## src/rtl/fifo_arb_pkg.sv

```systemverilog
// Shared types and helpers for the FIFO write arbiter.
package fifo_arb_pkg;

  typedef enum logic {
    IDLE = 1'b0,
    BUSY = 1'b1
  } state_t;

  localparam int STAT_W = 16;

  function automatic int clog2(input int v);
    int r;
    r = 0;
    for (int i = 0; i < 31; i++) begin
      if ((1 << r) < v) r++;
    end
    return r;
  endfunction

endpackage

```

## src/rtl/rr_pick.sv

```systemverilog
// Combinational round-robin picker: first set req at or above ptr, wrapping.
module rr_pick #(
  parameter int NREQ = 4,
  parameter int PW   = 2
) (
  input  logic [NREQ-1:0] req,
  input  logic [PW-1:0]   ptr,
  output logic [NREQ-1:0] win,
  output logic            vld
);

  always_comb begin
    win = '0;
    vld = 1'b0;
    for (int k = 0; k < NREQ; k++) begin
      for (int i = 0; i < NREQ; i++) begin
        if (!vld && req[i] && (i == ((int'(ptr) + k) % NREQ))) begin
          win[i] = 1'b1;
          vld    = 1'b1;
        end
      end
    end
  end

endmodule

```

## src/rtl/fifo_wr_arbiter.sv

```systemverilog
// Round-robin burst arbiter feeding one shared sync FIFO write port.
// Optional per-requester accept counters under FIFO_WR_ARBITER_STATS_EN.
module fifo_wr_arbiter
  import fifo_arb_pkg::*;
#(
  parameter int NREQ  = 4,
  parameter int DW    = 8,
  parameter int BURST = 4
) (
  input  logic                 clk,
  input  logic                 rst,
  input  logic [NREQ-1:0]      req,
  input  logic [NREQ*DW-1:0]   data,
  output logic [NREQ-1:0]      ack,
  output logic [NREQ-1:0]      gnt,
  input  logic                 fifo_full,
  output logic                 fifo_we,
`ifdef FIFO_WR_ARBITER_STATS_EN
  input  logic                 stat_clr,
  output logic [NREQ*STAT_W-1:0] stat_cnt,
`endif
  output logic [DW-1:0]        fifo_din
);

  localparam int PW = clog2(NREQ);
  localparam int CW = clog2(BURST + 1);

  state_t          state, state_n;
  logic [NREQ-1:0] gnt_n, pick_win;
  logic [PW-1:0]   ptr, ptr_n, ptr_next, pick_ptr, gidx;
  logic [CW-1:0]   cnt, cnt_n;
  logic            pick_vld, ack_any, grant_end;

  assign ack     = rst ? '0 : (gnt & req & {NREQ{~fifo_full}});
  assign ack_any = |ack;
  assign fifo_we = ack_any;

  always_comb begin
    gidx     = '0;
    fifo_din = '0;
    for (int i = 0; i < NREQ; i++) begin
      if (gnt[i]) begin
        gidx     = PW'(i);
        fifo_din = data[i*DW +: DW];
      end
    end
    if (rst) fifo_din = '0;
  end

  assign ptr_next  = (gidx == PW'(NREQ - 1)) ? '0 : gidx + PW'(1);
  // A grant ends on its last accepted word or as soon as its owner stops asking.
  assign grant_end = (state == BUSY) &&
                     (((gnt & req) == '0) || (ack_any && (cnt == CW'(BURST - 1))));
  assign pick_ptr  = grant_end ? ptr_next : ptr;

  rr_pick #(.NREQ(NREQ), .PW(PW)) u_pick (
    .req (req),
    .ptr (pick_ptr),
    .win (pick_win),
    .vld (pick_vld)
  );

  always_ff @(posedge clk) begin
    if (rst) begin
      state <= IDLE;
      gnt   <= '0;
      ptr   <= '0;
      cnt   <= '0;
    end else begin
      state <= state_n;
      gnt   <= gnt_n;
      ptr   <= ptr_n;
      cnt   <= cnt_n;
    end
  end

  always_comb begin
    state_n = state;
    gnt_n   = gnt;
    ptr_n   = ptr;
    cnt_n   = cnt;
    case (state)
      IDLE: begin
        if (pick_vld) begin
          state_n = BUSY;
          gnt_n   = pick_win;
        end
      end
      BUSY: begin
        if (grant_end) begin
          ptr_n = ptr_next;
          cnt_n = '0;
          if (pick_vld) begin
            gnt_n = pick_win;
          end else begin
            gnt_n   = '0;
            state_n = IDLE;
          end
        end else if (ack_any) begin
          cnt_n = cnt + CW'(1);
        end
      end
      default: begin
        state_n = IDLE;
        gnt_n   = '0;
      end
    endcase
  end

`ifdef FIFO_WR_ARBITER_STATS_EN
  for (genvar g = 0; g < NREQ; g++) begin : g_stat
    logic [STAT_W-1:0] stat_q;
    always_ff @(posedge clk) begin
      if (rst || stat_clr) begin
        stat_q <= '0;
      end else if (ack[g] && (stat_q != '1)) begin
        stat_q <= stat_q + STAT_W'(1);
      end
    end
    assign stat_cnt[g*STAT_W +: STAT_W] = stat_q;
  end
`endif

endmodule

```

## config.mk

```make
export PLATFORM = sky130hd
export DESIGN_NAME = fifo_wr_arbiter
export DESIGN_NICKNAME = d
export VERILOG_FILES = /design/src/rtl/fifo_arb_pkg.sv /design/src/rtl/rr_pick.sv /design/src/rtl/fifo_wr_arbiter.sv
export SDC_FILE = /design/constraint.sdc
export NUM_CORES = 1
export LEC_CHECK = 0
export CAP_MARGIN = 20
export CORE_ASPECT_RATIO = 0.6
export CORE_MARGIN = 5
export CORE_UTILIZATION = 38
export DETAILED_ROUTE_END_ITERATION = 16
export GPL_ROUTABILITY_DRIVEN = 0
export PLACE_DENSITY = 0.8
export SLEW_MARGIN = 0
export SYNTH_ARGS = -nofsm -noshare
export SYNTH_HDL_FRONTEND = slang
export SYNTH_SLANG_ARGS = --single-unit
```

## constraint.sdc

```tcl
create_clock -name clk -period 2.3 [get_ports clk]
set_input_delay 0.23 -clock clk [delete_from_list [all_inputs] [get_ports clk]]
set_output_delay 0.23 -clock clk [all_outputs]
set_load 0.05 [all_outputs]
```

==> out/metrics.yaml, run 1 <==
ys_seq_elements: 10
drt-vias-per-instance: 5.72
antenna_cells: 0
synth-edff-count: 0
grt_pass1_wl_mm: 5.98
synth_top_area_cell: "dfxtp_1"
period_share_pct: 93.1
ys_seq_area_share_pct: 20.5
nets: 236
required_ns: 2.49
cp.arrival_ns: 2.33
yosys.area_share.simple_pct: 29.4
sw_frac_of_total_pct: 40.0
cts_buffer_depth: 2
die-width_um: 75.5
critPathMaxFanout: 8
final_cell_mix: "clkdlybuf4s50_1 (42), nor2_1 (33), buf_12 (13)"
via_count: 1293
maxCapViolations: 0
synthFlopType: "dfxtp_1"
grtUsageTotal_pct: 20.8
grt_setup_unrepaired: "false"
drive_above_1_share_pct: 20.1
floorplan.die_area_um2: 3720
overflow: 0
fmax_mhz: 467
syn-cell-area_um2: 978
cts.clk_slew.worst_paths_ns: 0.05
status: "finished, final reports clean"
slew_violations: 0
yosys-top-cells-area: "dfxtp_1 (20%), nor2_1 (13%), a221oi_1 (7.2%)"
cts_tree: "yes"
io_pins: 56
drcViolationCount: 0
ctsResizeCount: 0
cts-hold-fix-buffers: 0
crit_type: "register to register"
min_period_ns: 2.14
die_h_um: 49.3
numPortBuffers: 55
cts_num_sinks: 10
finalClockSkew_ns: 0.00489
clk_latency_ns: 0.24
leakagePower_nw: 0.683
grt_pass1_vias: 1274
antenna_found_initial: 0
min_path_type: "register to register"
drtIter0Drc: 130
coreArea_um2: 2490
p_clk_share_pct: 22.2
power.switching_mw: 0.405
synth_cells: 135
post_drt_wl_per_cell_um: 16.7
hold_violations: 0
post_cts_buffers: 0
setup_viol: 0
synth_top_area_share_pct: 20.5
cts_root_buffer: "clkbuf_8"
synth_top_family_by_area: "compound AO/OA/AOI/OAI gates"
finalPower_mw: 1.01
p_per_area_nw_per_um2: 570
combPwrFrac_pct: 55.8
synthesis.nets: 176
synthMuxAreaShare_pct: 6.91
cts-buffers-inserted: 3
synth-xor-area-share_pct: 0
start_util_pct: 39.3
dr.pass1.iters: 4
final_common_cell: "clkdlybuf4s50_1"
path_cells: "ha_1, ha_1, or3b_4, o21ai_4, nand2_4, mux2i_4, a2111oi_2, a311o_1"
post-place-ws_ns: 0.0989
power_frac_seq_pct: 22.0
critPathMaxStageDelay_ns: 0.40
slew_headroom_pct: 67.1
synth_area_per_cell_um2: 7.25
critical_path.top_delay_family: "compound AO/OA/AOI/OAI gates"
ctsHtreeMaxLevel: 1
worstMarginPinSlew_ns: 0.493
hpwl_mm: 3.10
syn_to_final_growth_pct: 81.5
worst_path_most_repeated_cell: "ha_1"
routed_wl_mm: 3.78
ir_worst_vdd_mv: 0.336
yosys.area_share.adder_pct: 2.56
synth-async-reset-ratio_pct: 0
grt_start_max_net_pins: 18
antenna_left: 0
startpoint_type: "register"
worstSetupEndpointType: "register"
yosys.cell_types.count: 40
rows: 14
fin_tns_setup_ns: 0
path_buf_inv: 0
yosysWarnings: 0
slowest_stage: "a2111oi_2"
fin_ws_ns: 0.159
synth-compound-area-share_pct: 32.9
p_int_mw: 0.607
==> synth_stat cells, drive strengths merged, types with 3 or more instances <==
cell type / number
clkbuf: 7
inv: 5
dfxtp: 10
nor2: 33
nand3: 5
a22oi: 3
a21oi: 11
buf: 3
a221oi: 8
nor3: 10
o21ai: 3
nand2: 8
==> final timing paths <==
check                            start      to  slack, ns  cells after the start
worst min-delay path            cnt[2]  cnt[2]       0.50                      2
worst max register to register  cnt[0]  gnt[3]       0.16                      8
worst min register to register  cnt[2]  cnt[2]       0.50                      2
worst max-delay path            cnt[0]  gnt[3]       0.16                      8
==> metal layers <==
| layer | global-route usage [%] | vias to the layer above | wire (um) |
|---|---|---|---|
| li1 | - | 621 | - |
| met1 | 28.1 | 603 | 1590 |
| met2 | 32.4 | 65 | 1860 |
| met3 | 6.38 | 4 | 311 |
| met4 | 4.07 | 0 | 27 |
| met5 | 0 | - | 0 |
==> power by group through the flow <==
stage                     registers [mW]  logic (mW)  clock network (mW)
after global placement             0.223       0.544                   0
after CTS                          0.222       0.562               0.225
after global routing               0.225       0.592               0.240
final                              0.223       0.564               0.225
after detailed placement           0.225       0.560                   0
after floorplan                    0.239       0.297                   0
==> kinds of logic after synthesis <==
logic type	after synthesis
buffers and inverters	16
adders and majority gates	2
DFF	10
AOI/OAI and AO/OA	40
muxes	4
and+or+nand+nor	63
==> registers in the layout, indices dropped and copies added, names as in the netlist <==
name	count
ptr	2
state	1
gnt	4
cnt	3
==> worst register-to-register path: cells and delay by family (launching register included) <==
kind	cells	cell delay (ns)
AO/OA/AOI/OAI	3	0.65
AND/OR/NAND/NOR	2	0.52
flip-flops	1	0.36
adder cells (fa/ha/maj)	2	0.31
multiplexers	1	0.25
==> per-stage QoR <==
stage / util [%] / area [um2] / cells / hold slack [ns]
3_3_place_gp: 69.2 / 1720 / 222 / 0.480
2_1_floorplan: - / 978 / 135 / 0.368
5_1_grt: 71.4 / 1780 / 226 / 0.522
3_5_place_dp: 69.2 / 1720 / 222 / 0.485
6_report: 71.4 / 1780 / 226 / 0.503
4_1_cts: 71.4 / 1780 / 226 / 0.498
==> layout make-up <==
class | instances | area (um2)
fillers | 191 | 712
repair buffers | 65 | 756
multi-input cells | 109 | 702
flip-flops and latches | 10 | 200
inverters | 6 | 22.5
well taps | 32 | 40.0
clock buffers | 4 | 55.1
Power figures use the tool's default switching activity.
==> run 2, diff against run 1 <==
GPL_TIMING_DRIVEN = 0   (was default)
SLEW_MARGIN = default   (was 0)
==> out/metrics.yaml, run 2 (synthesis gave the netlist of run 1 again) <==
period_share_pct: 92.9  # -0.13 points
status: "finished, final reports clean"
cp.arrival_ns: 1.91  # -0.42 ns
drcViolationCount: 0  # unchanged
required_ns: 2.07  # -0.42 ns
cts-buffers-inserted: 3  # unchanged
drtIter0Drc: 108  # -17%
r2r_slack_ns: 0.16  # about the same
routed_wl_mm: 3.58  # -5.3%
grt_setup_unrepaired: "false"
cts_root_buffer: "clkbuf_8"
critPathMaxFanout: 10  # +2
slowest_stage: "clkdlybuf4s15_1"
grtUsageTotal_pct: 20.3  # -0.52 points
grt_pass1_vias: 1261  # -1.0%
worstReg2RegEnd: "gnt[3]"
rows: 14  # unchanged
grt_pass1_wl_mm: 5.97  # -0.12%
antenna_left: 0  # unchanged
dr.pass1.iters: 4  # unchanged
p_per_area_nw_per_um2: 584  # +2.4%
largest-register: "gnt"
post-place-ws_ns: -0.215  # -0.314 ns
numPortBuffers: 52  # -5.5%
critPathMaxStageDelay_ns: 0.51  # +0.11 ns
syn_to_final_growth_pct: 64.1
drive_above_1_share_pct: 16.8  # -3.3 points
hold_start: "rst"
setup_viol: 0  # unchanged
reg.largest.list: "gnt: 4 flops, cnt: 3 flops, ptr: 2 flops"
slew_headroom_pct: 66.0  # -1.0 points
overflow: 0  # unchanged
final_common_cell: "clkdlybuf4s50_1"
grt_start_max_net_pins: 11  # -7
fill_cells: 217  # +14%
worstMarginPinSlew_ns: 0.508  # +0.0155 ns
min_path_type: "input port to register"
post_drt_wl_per_cell_um: 16.1  # -4.0%
floorplan.die_area_um2: 3720  # unchanged
start_util_pct: 39.3  # unchanged
largest_reg_flops: 4  # unchanged
cts_tree: "yes"
die_h_um: 49.3  # unchanged
finalClockSkew_ns: 0.00432  # -0.000578 ns
maxCapViolations: 0  # unchanged
hold_path_end: "cnt[1]"
startpoint_type: "register"
fmax_mhz: 468  # +0.14%
fin_ws_ns: 0.162  # +0.00292 ns
via_count: 1295  # +0.15%
slew_violations: 0  # unchanged
worstSetupEndpointType: "primary output"
cts.clk_slew.worst_paths_ns: 0.05  # about the same
cts_buffer_depth: 2  # unchanged
io_pins: 56  # unchanged
hold_violations: 0  # unchanged
die-width_um: 75.5  # unchanged
hpwl_mm: 2.88  # -7.1%
hold_depth: 2  # unchanged
cts_num_sinks: 10  # unchanged
antenna_cells: 0  # unchanged
path_cells: "clkbuf_2, clkbuf_2, nand2_1, nor2_1, clkdlybuf4s15_1"
crit_type: "register to primary output"
antenna_found_initial: 0  # unchanged
worst_path_most_repeated_cell: "clkbuf_2"
timing.rr.start: "cnt[0]"
ir_worst_vdd_mv: 0.357  # +6.3%
ctsHtreeMaxLevel: 1  # unchanged
reg2reg_depth: 8  # unchanged
nets: 233  # -1.3%
leakagePower_nw: 0.623  # -8.8%
drt-vias-per-instance: 5.81  # +1.5%
finalPower_mw: 0.937  # -7.4%
clk_latency_ns: 0.24  # about the same
hold_ws_ns: 0.186  # -0.317 ns
coreArea_um2: 2490  # unchanged
min_period_ns: 2.14  # -0.00292 ns
final_cell_mix: "clkdlybuf4s50_1 (39), nor2_1 (33), a21oi_1 (11)"
run 2: worst max-delay path by stage:
stage / startpoint / slack (ns) / end
finish: gnt[3] / 0.16 / ack[3]
global route: gnt[3] / 0.04 / ack[3]
CTS: gnt[3] / 0.008 / ack[3]
detailed placement: gnt[3] / -0.21 / fifo_din[7]
global placement: gnt[3] / -0.21 / fifo_din[7]
floorplan: gnt[3] / 0.02 / fifo_din[0]
run 2: through the flow:
step / utilization, % / cells / instance area [um2] / setup TNS [ns]
final: 64.5 / 223 / 1610 / 0
after global routing: 64.5 / 223 / 1610 / 0
after CTS: 64.3 / 223 / 1600 / 0
after detailed placement: 61.9 / 219 / 1540 / -2.00
after global placement: 61.9 / 219 / 1540 / -1.81
after floorplan: - / 135 / 978 / 0
run 2: final cells by class:
cell class	count	area, um2	area share (%)
plain buffers	10	60.1	3.74
clock buffers	4	55.1	3.43
inverters	6	22.5	1.40
multi-input cells	109	702	43.7
flip-flops and latches	10	200	12.5
well taps	32	40.0	2.49
repair buffers	52	526	32.7
run 2: where the power goes:
group          leakage (nW)  switching (mW)  internal [mW]
logic                 0.512           0.289          0.205
clock network        0.0288          0.0770          0.151
registers            0.0819          0.0262          0.189
run 2: timing repair:
action	CTS	global route
setup buffers	0	0
hold buffers	0	0
endpoints found under the setup margin	13	9
resized for setup	31	8
run 2: per-layer routing:
layer  global-route usage, %  share of wire (%)  wire (um)
met1                    28.9                 42       1510
met2                    30.2                 48       1730
met5                       0                  0          0
met4                    4.94                1.3         46
met3                    4.94                8.1        290
run 2: critical path: cells and delay by family, from the launching register on:
| kind | cells | cell delay (ns) |
|---|---|---|
| simple gates | 2 | 0.17 |
| flops | 1 | 0.43 |
| buf+inv | 3 | 1.06 |
==> run 3, diff against run 2 <==
GPL_ROUTABILITY_DRIVEN = 1   (was 0)
==> results of run 3 <==
Same layout as run 2: the final DEF is identical, and so are final timing and power.
